$ cat config.mk
export PLATFORM = sky130hd
export DESIGN_NAME = pcmc_ctrl_fsm
export DESIGN_NICKNAME = d
export VERILOG_FILES = /design/src/rtl/pcmc_pkg.sv /design/src/rtl/pcmc_ctrl_fsm.sv
export SDC_FILE = /design/constraint.sdc
export NUM_CORES = 1
export LEC_CHECK = 0
export CAP_MARGIN = 20
export CELL_PAD_IN_SITES_DETAIL_PLACEMENT = 1
export CELL_PAD_IN_SITES_GLOBAL_PLACEMENT = 2
export CORE_MARGIN = 3
export CORE_UTILIZATION = 19
export DETAILED_ROUTE_END_ITERATION = 10
export HOLD_SLACK_MARGIN = 0.08
export PLACE_DENSITY = 0.8
export RECOVER_POWER = 50
export REMOVE_ABC_BUFFERS = 1
export SYNTH_ARGS = -nofsm -noshare
export SYNTH_HDL_FRONTEND = slang
export SYNTH_SLANG_ARGS = --single-unit
$ cat constraint.sdc
create_clock -name clk -period 1.6 [get_ports clk]
set_clock_uncertainty 0.15 [all_clocks]
set_input_delay 0.24 -clock clk [delete_from_list [all_inputs] [get_ports clk]]
set_output_delay 0.24 -clock clk [all_outputs]
set_load 0.02 [all_outputs]
$ cat src/rtl/pcmc_pkg.sv
// Shared encodings for the multicycle PC / memory / control front end:
// FSM state codes, opcodes and the datapath select encodings.
package pcmc_pkg;

    typedef enum logic [3:0] {
        S_FETCH  = 4'd0,
        S_DECODE = 4'd1,
        S_RTYPE1 = 4'd2,
        S_RTYPE2 = 4'd3,
        S_SW     = 4'd4,
        S_LW1    = 4'd5,
        S_LW2    = 4'd6,
        S_J      = 4'd7,
        S_LI     = 4'd8,
        S_MOV    = 4'd9,
        S_BEQ1   = 4'd10,
        S_BEQ2   = 4'd11,
        S_JAL    = 4'd12,
        S_PUSH   = 4'd13,
        S_POP1   = 4'd14,
        S_POP2   = 4'd15
    } state_t;

    localparam logic [3:0] OP_RTYPE = 4'h0;
    localparam logic [3:0] OP_SW    = 4'h1;
    localparam logic [3:0] OP_LW    = 4'h2;
    localparam logic [3:0] OP_J     = 4'h3;
    localparam logic [3:0] OP_LI    = 4'h4;
    localparam logic [3:0] OP_MOV   = 4'h5;
    localparam logic [3:0] OP_BEQ   = 4'h6;
    localparam logic [3:0] OP_JAL   = 4'h7;
    localparam logic [3:0] OP_PUSH  = 4'h8;
    localparam logic [3:0] OP_POP   = 4'h9;

    localparam logic [1:0] PCSRC_JMP  = 2'b00;  // {PC[15:12], tgt}
    localparam logic [1:0] PCSRC_INC  = 2'b01;  // PC + 1
    localparam logic [1:0] PCSRC_REL  = 2'b10;  // PC + sext(imm8)
    localparam logic [1:0] PCSRC_HOLD = 2'b11;  // PC

    localparam logic [1:0] MADDR_IMM  = 2'b00;
    localparam logic [1:0] MADDR_PC   = 2'b01;
    localparam logic [1:0] MADDR_SP   = 2'b10;
    localparam logic [1:0] MADDR_IMM2 = 2'b11;

    localparam logic [2:0] RFWD_MDR = 3'b000;
    localparam logic [2:0] RFWD_PC  = 3'b001;
    localparam logic [2:0] RFWD_REG = 3'b010;
    localparam logic [2:0] RFWD_ALU = 3'b011;
    localparam logic [2:0] RFWD_IMM = 3'b100;

    localparam logic [1:0] RFWA_RD   = 2'b00;
    localparam logic [1:0] RFWA_LINK = 2'b01;
    localparam logic [1:0] RFWA_IMM  = 2'b10;

    localparam logic [3:0] ALUOP_CMP = 4'd5;

    function automatic logic [15:0] sext8(input logic [7:0] v);
        return {{8{v[7]}}, v};
    endfunction

endpackage

$ cat src/rtl/pcmc_ctrl_fsm.sv
// 16-state Moore control FSM: state register, opcode dispatch from DECODE,
// and per-state decode of every datapath control line.
module pcmc_ctrl_fsm
    import pcmc_pkg::*;
(
    input  logic       clk,
    input  logic       rst,
    input  logic [3:0] op,
    input  logic [3:0] funct,
    output logic [3:0] crt_state,
    output logic       pcwrite,
    output logic       mdin,
    output logic       mread,
    output logic       mwrite,
    output logic       rfread,
    output logic       rdwrite,
    output logic       spwrite,
    output logic       awrite,
    output logic       bwrite,
    output logic       aluina,
    output logic       aluoutwrite,
    output logic       branch,
    output logic       sprel,
    output logic       pshpop,
    output logic [1:0] pcsrc,
    output logic [1:0] maddr,
    output logic [1:0] rfwa,
    output logic [1:0] aluinb,
    output logic [2:0] rfwd,
    output logic [3:0] aluop
);

    state_t state, nxt;

    assign crt_state = state;

    // State register; reset aborts any instruction in flight
    always_ff @(posedge clk or posedge rst) begin
        if (rst) state <= S_FETCH;
        else     state <= nxt;
    end

    // Next state and Moore outputs, everything defaults low
    always_comb begin
        nxt         = S_FETCH;
        pcwrite     = 1'b0;
        mdin        = 1'b0;
        mread       = 1'b0;
        mwrite      = 1'b0;
        rfread      = 1'b0;
        rdwrite     = 1'b0;
        spwrite     = 1'b0;
        awrite      = 1'b0;
        bwrite      = 1'b0;
        aluina      = 1'b0;
        aluoutwrite = 1'b0;
        branch      = 1'b0;
        sprel       = 1'b0;
        pshpop      = 1'b0;
        pcsrc       = PCSRC_JMP;
        maddr       = MADDR_IMM;
        rfwa        = RFWA_RD;
        aluinb      = 2'b00;
        rfwd        = RFWD_MDR;
        aluop       = 4'd0;
        case (state)
            S_FETCH: begin
                pcwrite = 1'b1;
                pcsrc   = PCSRC_INC;
                maddr   = MADDR_PC;
                mread   = 1'b1;
                nxt     = S_DECODE;
            end
            S_DECODE: begin
                rfread = 1'b1;
                awrite = 1'b1;
                bwrite = 1'b1;
                case (op)
                    OP_RTYPE: nxt = S_RTYPE1;
                    OP_SW:    nxt = S_SW;
                    OP_LW:    nxt = S_LW1;
                    OP_J:     nxt = S_J;
                    OP_LI:    nxt = S_LI;
                    OP_MOV:   nxt = S_MOV;
                    OP_BEQ:   nxt = S_BEQ1;
                    OP_JAL:   nxt = S_JAL;
                    OP_PUSH:  nxt = S_PUSH;
                    OP_POP:   nxt = S_POP1;
                    default:  nxt = S_FETCH;
                endcase
            end
            S_RTYPE1: begin
                aluina      = 1'b1;
                aluoutwrite = 1'b1;
                aluop       = funct;
                nxt         = S_RTYPE2;
            end
            S_RTYPE2: begin
                rfwd    = RFWD_ALU;
                rdwrite = 1'b1;
            end
            S_SW: begin
                mdin   = 1'b1;
                maddr  = MADDR_IMM2;
                mwrite = 1'b1;
            end
            S_LW1: begin
                mread = 1'b1;
                nxt   = S_LW2;
            end
            S_LW2:  rdwrite = 1'b1;
            S_J:    pcwrite = 1'b1;
            S_LI: begin
                rfwa    = RFWA_IMM;
                rfwd    = RFWD_IMM;
                rdwrite = 1'b1;
            end
            S_MOV: begin
                rfwd    = RFWD_REG;
                rdwrite = 1'b1;
            end
            S_BEQ1: begin
                aluop  = ALUOP_CMP;
                aluina = 1'b1;
                nxt    = S_BEQ2;
            end
            // PC only moves here if the comparison flag is set
            S_BEQ2: begin
                pcsrc  = PCSRC_REL;
                branch = 1'b1;
            end
            S_JAL: begin
                rfwd    = RFWD_PC;
                rfwa    = RFWA_LINK;
                rdwrite = 1'b1;
                pcwrite = 1'b1;
            end
            S_PUSH: begin
                maddr   = MADDR_SP;
                spwrite = 1'b1;
                mdin    = 1'b1;
                mwrite  = 1'b1;
            end
            S_POP1: begin
                pshpop  = 1'b1;
                maddr   = MADDR_PC;
                spwrite = 1'b1;
                mread   = 1'b1;
                nxt     = S_POP2;
            end
            S_POP2: rdwrite = 1'b1;
            default: nxt = S_FETCH;
        endcase
    end

endmodule

==> results.cfg <==
[global_routing]
grt_pass1_wl_um = 4733
grt_usage = 0.1351
grt_overflow = 0
grt_max_degree = 10
antenna_found_initial = 0
grt_pass1_vias = 954

[worst_setup_path]
critPathRequiredTime_ns = 1.21
slowest_stage = dfrtp_2
worstRegToRegCells = 6
critPathArrivalTime_ns = 1.43
reg2reg_to = crt_state[2]
r2r_slack_ns = 0.10
cp-end-kind = output port
setup.worst_path.class = reg2out
cp_common_cell = buf_6
critical_path.startpoint_type = flip-flop
slowest_delay_ns = 0.43
critPathMaxFanout = 5
crit_chain = buf_6 > or3_4 > o31ai_4 > buf_6
r2r_start = crt_state[2]

[finish]
final_nets = 177
largest_reg_flops = 4
synthToLayoutAreaGrowth_pct = 120.8
antenna_cells = 0
nFillCells = 417
drive_above_1_share = 0.6688
final_area_um2 = 1619

[timing]
rsz0062_at_grt = true
fin_crit_sh = 1.140
finalSetupViolCount = 26
drv_slew = 0
fin_ws_ns = -0.2239
tns_ns = -3.251
period_minus_slack_ns = 1.824
max_freq_mhz = 548.3
finalHoldViolations = 0
holdWs_ns = 0.2215

[detailed_routing]
drt-total-wl_um = 3130
vias = 927
remaining_drc_errors = 0
drt_iter0_markers = 12
vias_per_cell = 4.500
ant_nets = 0
first_pass_iters = 4
wl_per_cell_um = 15.19

[clock_network]
cts_root_buf = clkbuf_8
clk_pin_slew_worst_paths_ns = 0.03
tritoncts = built
cts_buffers = 3
clk_path_buf_depth = 2
cts_max_level = 1
clk_latency_ns = 0.23
cts_sinks = 4

[synthesis]
ys_ff_latch = 4
ys_seq_area_frac = 0.1365
ys.warnings.count = 0
syn_inst = 93
synth_cell_types = 35
synth_area_per_cell_um2 = 7.884
netlist_area_um2 = 733.2

[run_status]
status = finished, violations left
violations = negative setup slack

[place]
place_area_um2 = 1245
post-place-ws_ns = -0.4892
gp_congestion = 0.7999
dp_hpwl_um = 2099
io_buffer_count = 39

[floorplanning]
start_util = 0.2082
core_um2 = 3521
die_h_um = 68.12
ios = 43
dieWidth_um = 68.12
die_area_um2 = 4640
rows = 21

[job]
cap_violations = 0

[power_and_ir_drop]
peakVddDrop_uv = 1068
p_leak_nw = 0.7644
power_density_nw_per_um2 = 1961

[worst_hold_path]
worstHoldPathType = in2async
-- synthesized netlist by cell type --
library cell  count  area share
a211oi_1          1       0.010
a21oi_1           5       0.034
and2_1            1      0.0085
and3_1            5       0.043
and4_1            1       0.012
buf_4             8       0.082
buf_6             5       0.077
buf_8             1       0.020
conb_1            1      0.0051
dfrtp_1           4        0.14
ha_1              5       0.085
inv_1             6       0.031
mux2i_1           3       0.041
nand2_1           6       0.031
nand2_2           2       0.017
nand2b_1          5       0.043
nand2b_4          1       0.019
nand3_1           1      0.0068
nor2_1            5       0.026
nor2_4            2       0.031
nor2b_1           1      0.0085
nor3_1            6       0.041
nor3b_1           2       0.020
nor4_1            1      0.0085
o21a_1            2       0.020
o21ai_0           1      0.0068
o221ai_1          1       0.012
o22ai_1           2       0.017
o31ai_1           2       0.020
o32ai_1           1       0.012
o41ai_2           1       0.022
or2_2             1      0.0085
or3_1             1      0.0085
xnor2_1           2       0.024
xor2_1            1       0.012
-- through the flow --
stage	total power, mW	util	instances
5_1_grt	3.380	0.4598	206
4_1_cts	2.503	0.3706	198
3_5_place_dp	2.190	0.3536	191
6_report	3.175	0.4598	206
2_1_floorplan	1.144	-	81
3_3_place_gp	2.147	0.3536	191
-- cell usage in the layout (no fill, tap or decap), drive strengths merged, types with 2 or more instances in the layout --
cell,Yosys,routed
nor2,7,7
clkdlybuf4s50,0,6
conb,1,3
nor3,6,6
o21a,2,2
dlymetal6s2s,0,2
and3,5,5
a21oi,5,5
o31ai,2,2
o22ai,2,2
buf,14,65
inv,6,6
dfrtp,4,4
mux2i,3,3
clkbuf,0,4
nand2,8,8
xnor2,2,2
nand2b,6,6
nor3b,2,2
ha,5,5
-- per-layer routing --
| metal | up-vias | GRT usage | part of all wire |
|---|---|---|---|
| met5 | - | 0 | 0 |
| met4 | 0 | 0.06203 | 0.019 |
| li1 | 442 | - | - |
| met2 | 38 | 0.2274 | 0.53 |
| met3 | 7 | 0.02627 | 0.057 |
| met1 | 440 | 0.1642 | 0.40 |
-- final cells by class --
type,instances,area (um2),area share
clock buffers,3,41.29,0.02550
inverters,6,25.02,0.01546
well taps,46,57.56,0.03555
repair buffers,76,705.7,0.4359
flip-flops and latches,4,105.1,0.06492
multi-input cells,71,684.4,0.4227
-- critical path, delay by kind of cell (launching register included) --
family | cells | cell delay [ns]
AOI/OAI and AO/OA | 1 | 0.07
buffers and inverters | 2 | 0.29
DFF | 1 | 0.43
and+or+nand+nor | 1 | 0.41
-- repair_timing --
item                       4_1_cts  5_1_grt
gates resized for setup        153       74
setup buffers                    4        8
setup endpoints to repair       30       30
pin swaps                        1        7
hold buffers                     0        0
-- power breakdown --
group | internal (mW) | total, mW | switching, mW
Combinational | 1.38 | 2.73 | 1.35
Clock | 0.161 | 0.224 | 0.0625
Sequential | 0.153 | 0.216 | 0.0636
Total | 1.70 | 3.17 | 1.48
-- worst max path at each step --
stage | from | end | slack (ns) | depth (start not counted)
floorplan | crt_state[1] | awrite | -0.92 | 3
global placement | crt_state[1] | rfwd[0] | -0.44 | 3
detailed placement | crt_state[1] | bwrite | -0.49 | 4
CTS | crt_state[1] | rfwd[1] | -0.25 | 5
global route | crt_state[2] | rfwd[0] | -0.26 | 5
finish | crt_state[0] | rfwd[0] | -0.22 | 4
-- cells by family (layout without fill, tap and decap cells) --
logic type,after synthesis,after routing,share of synthesized area
xor gates and xnor gates,3,3,0.03584
muxes,3,3,0.04096
adders and majority gates,5,5,0.08532
and+or+nand+nor,41,41,0.3311
buffers and inverters,20,85,0.2099
AOI/OAI and AO/OA,16,16,0.1553
other,1,3,0.005115
DFF,4,4,0.1365
Power figures use the tool's default switching activity.
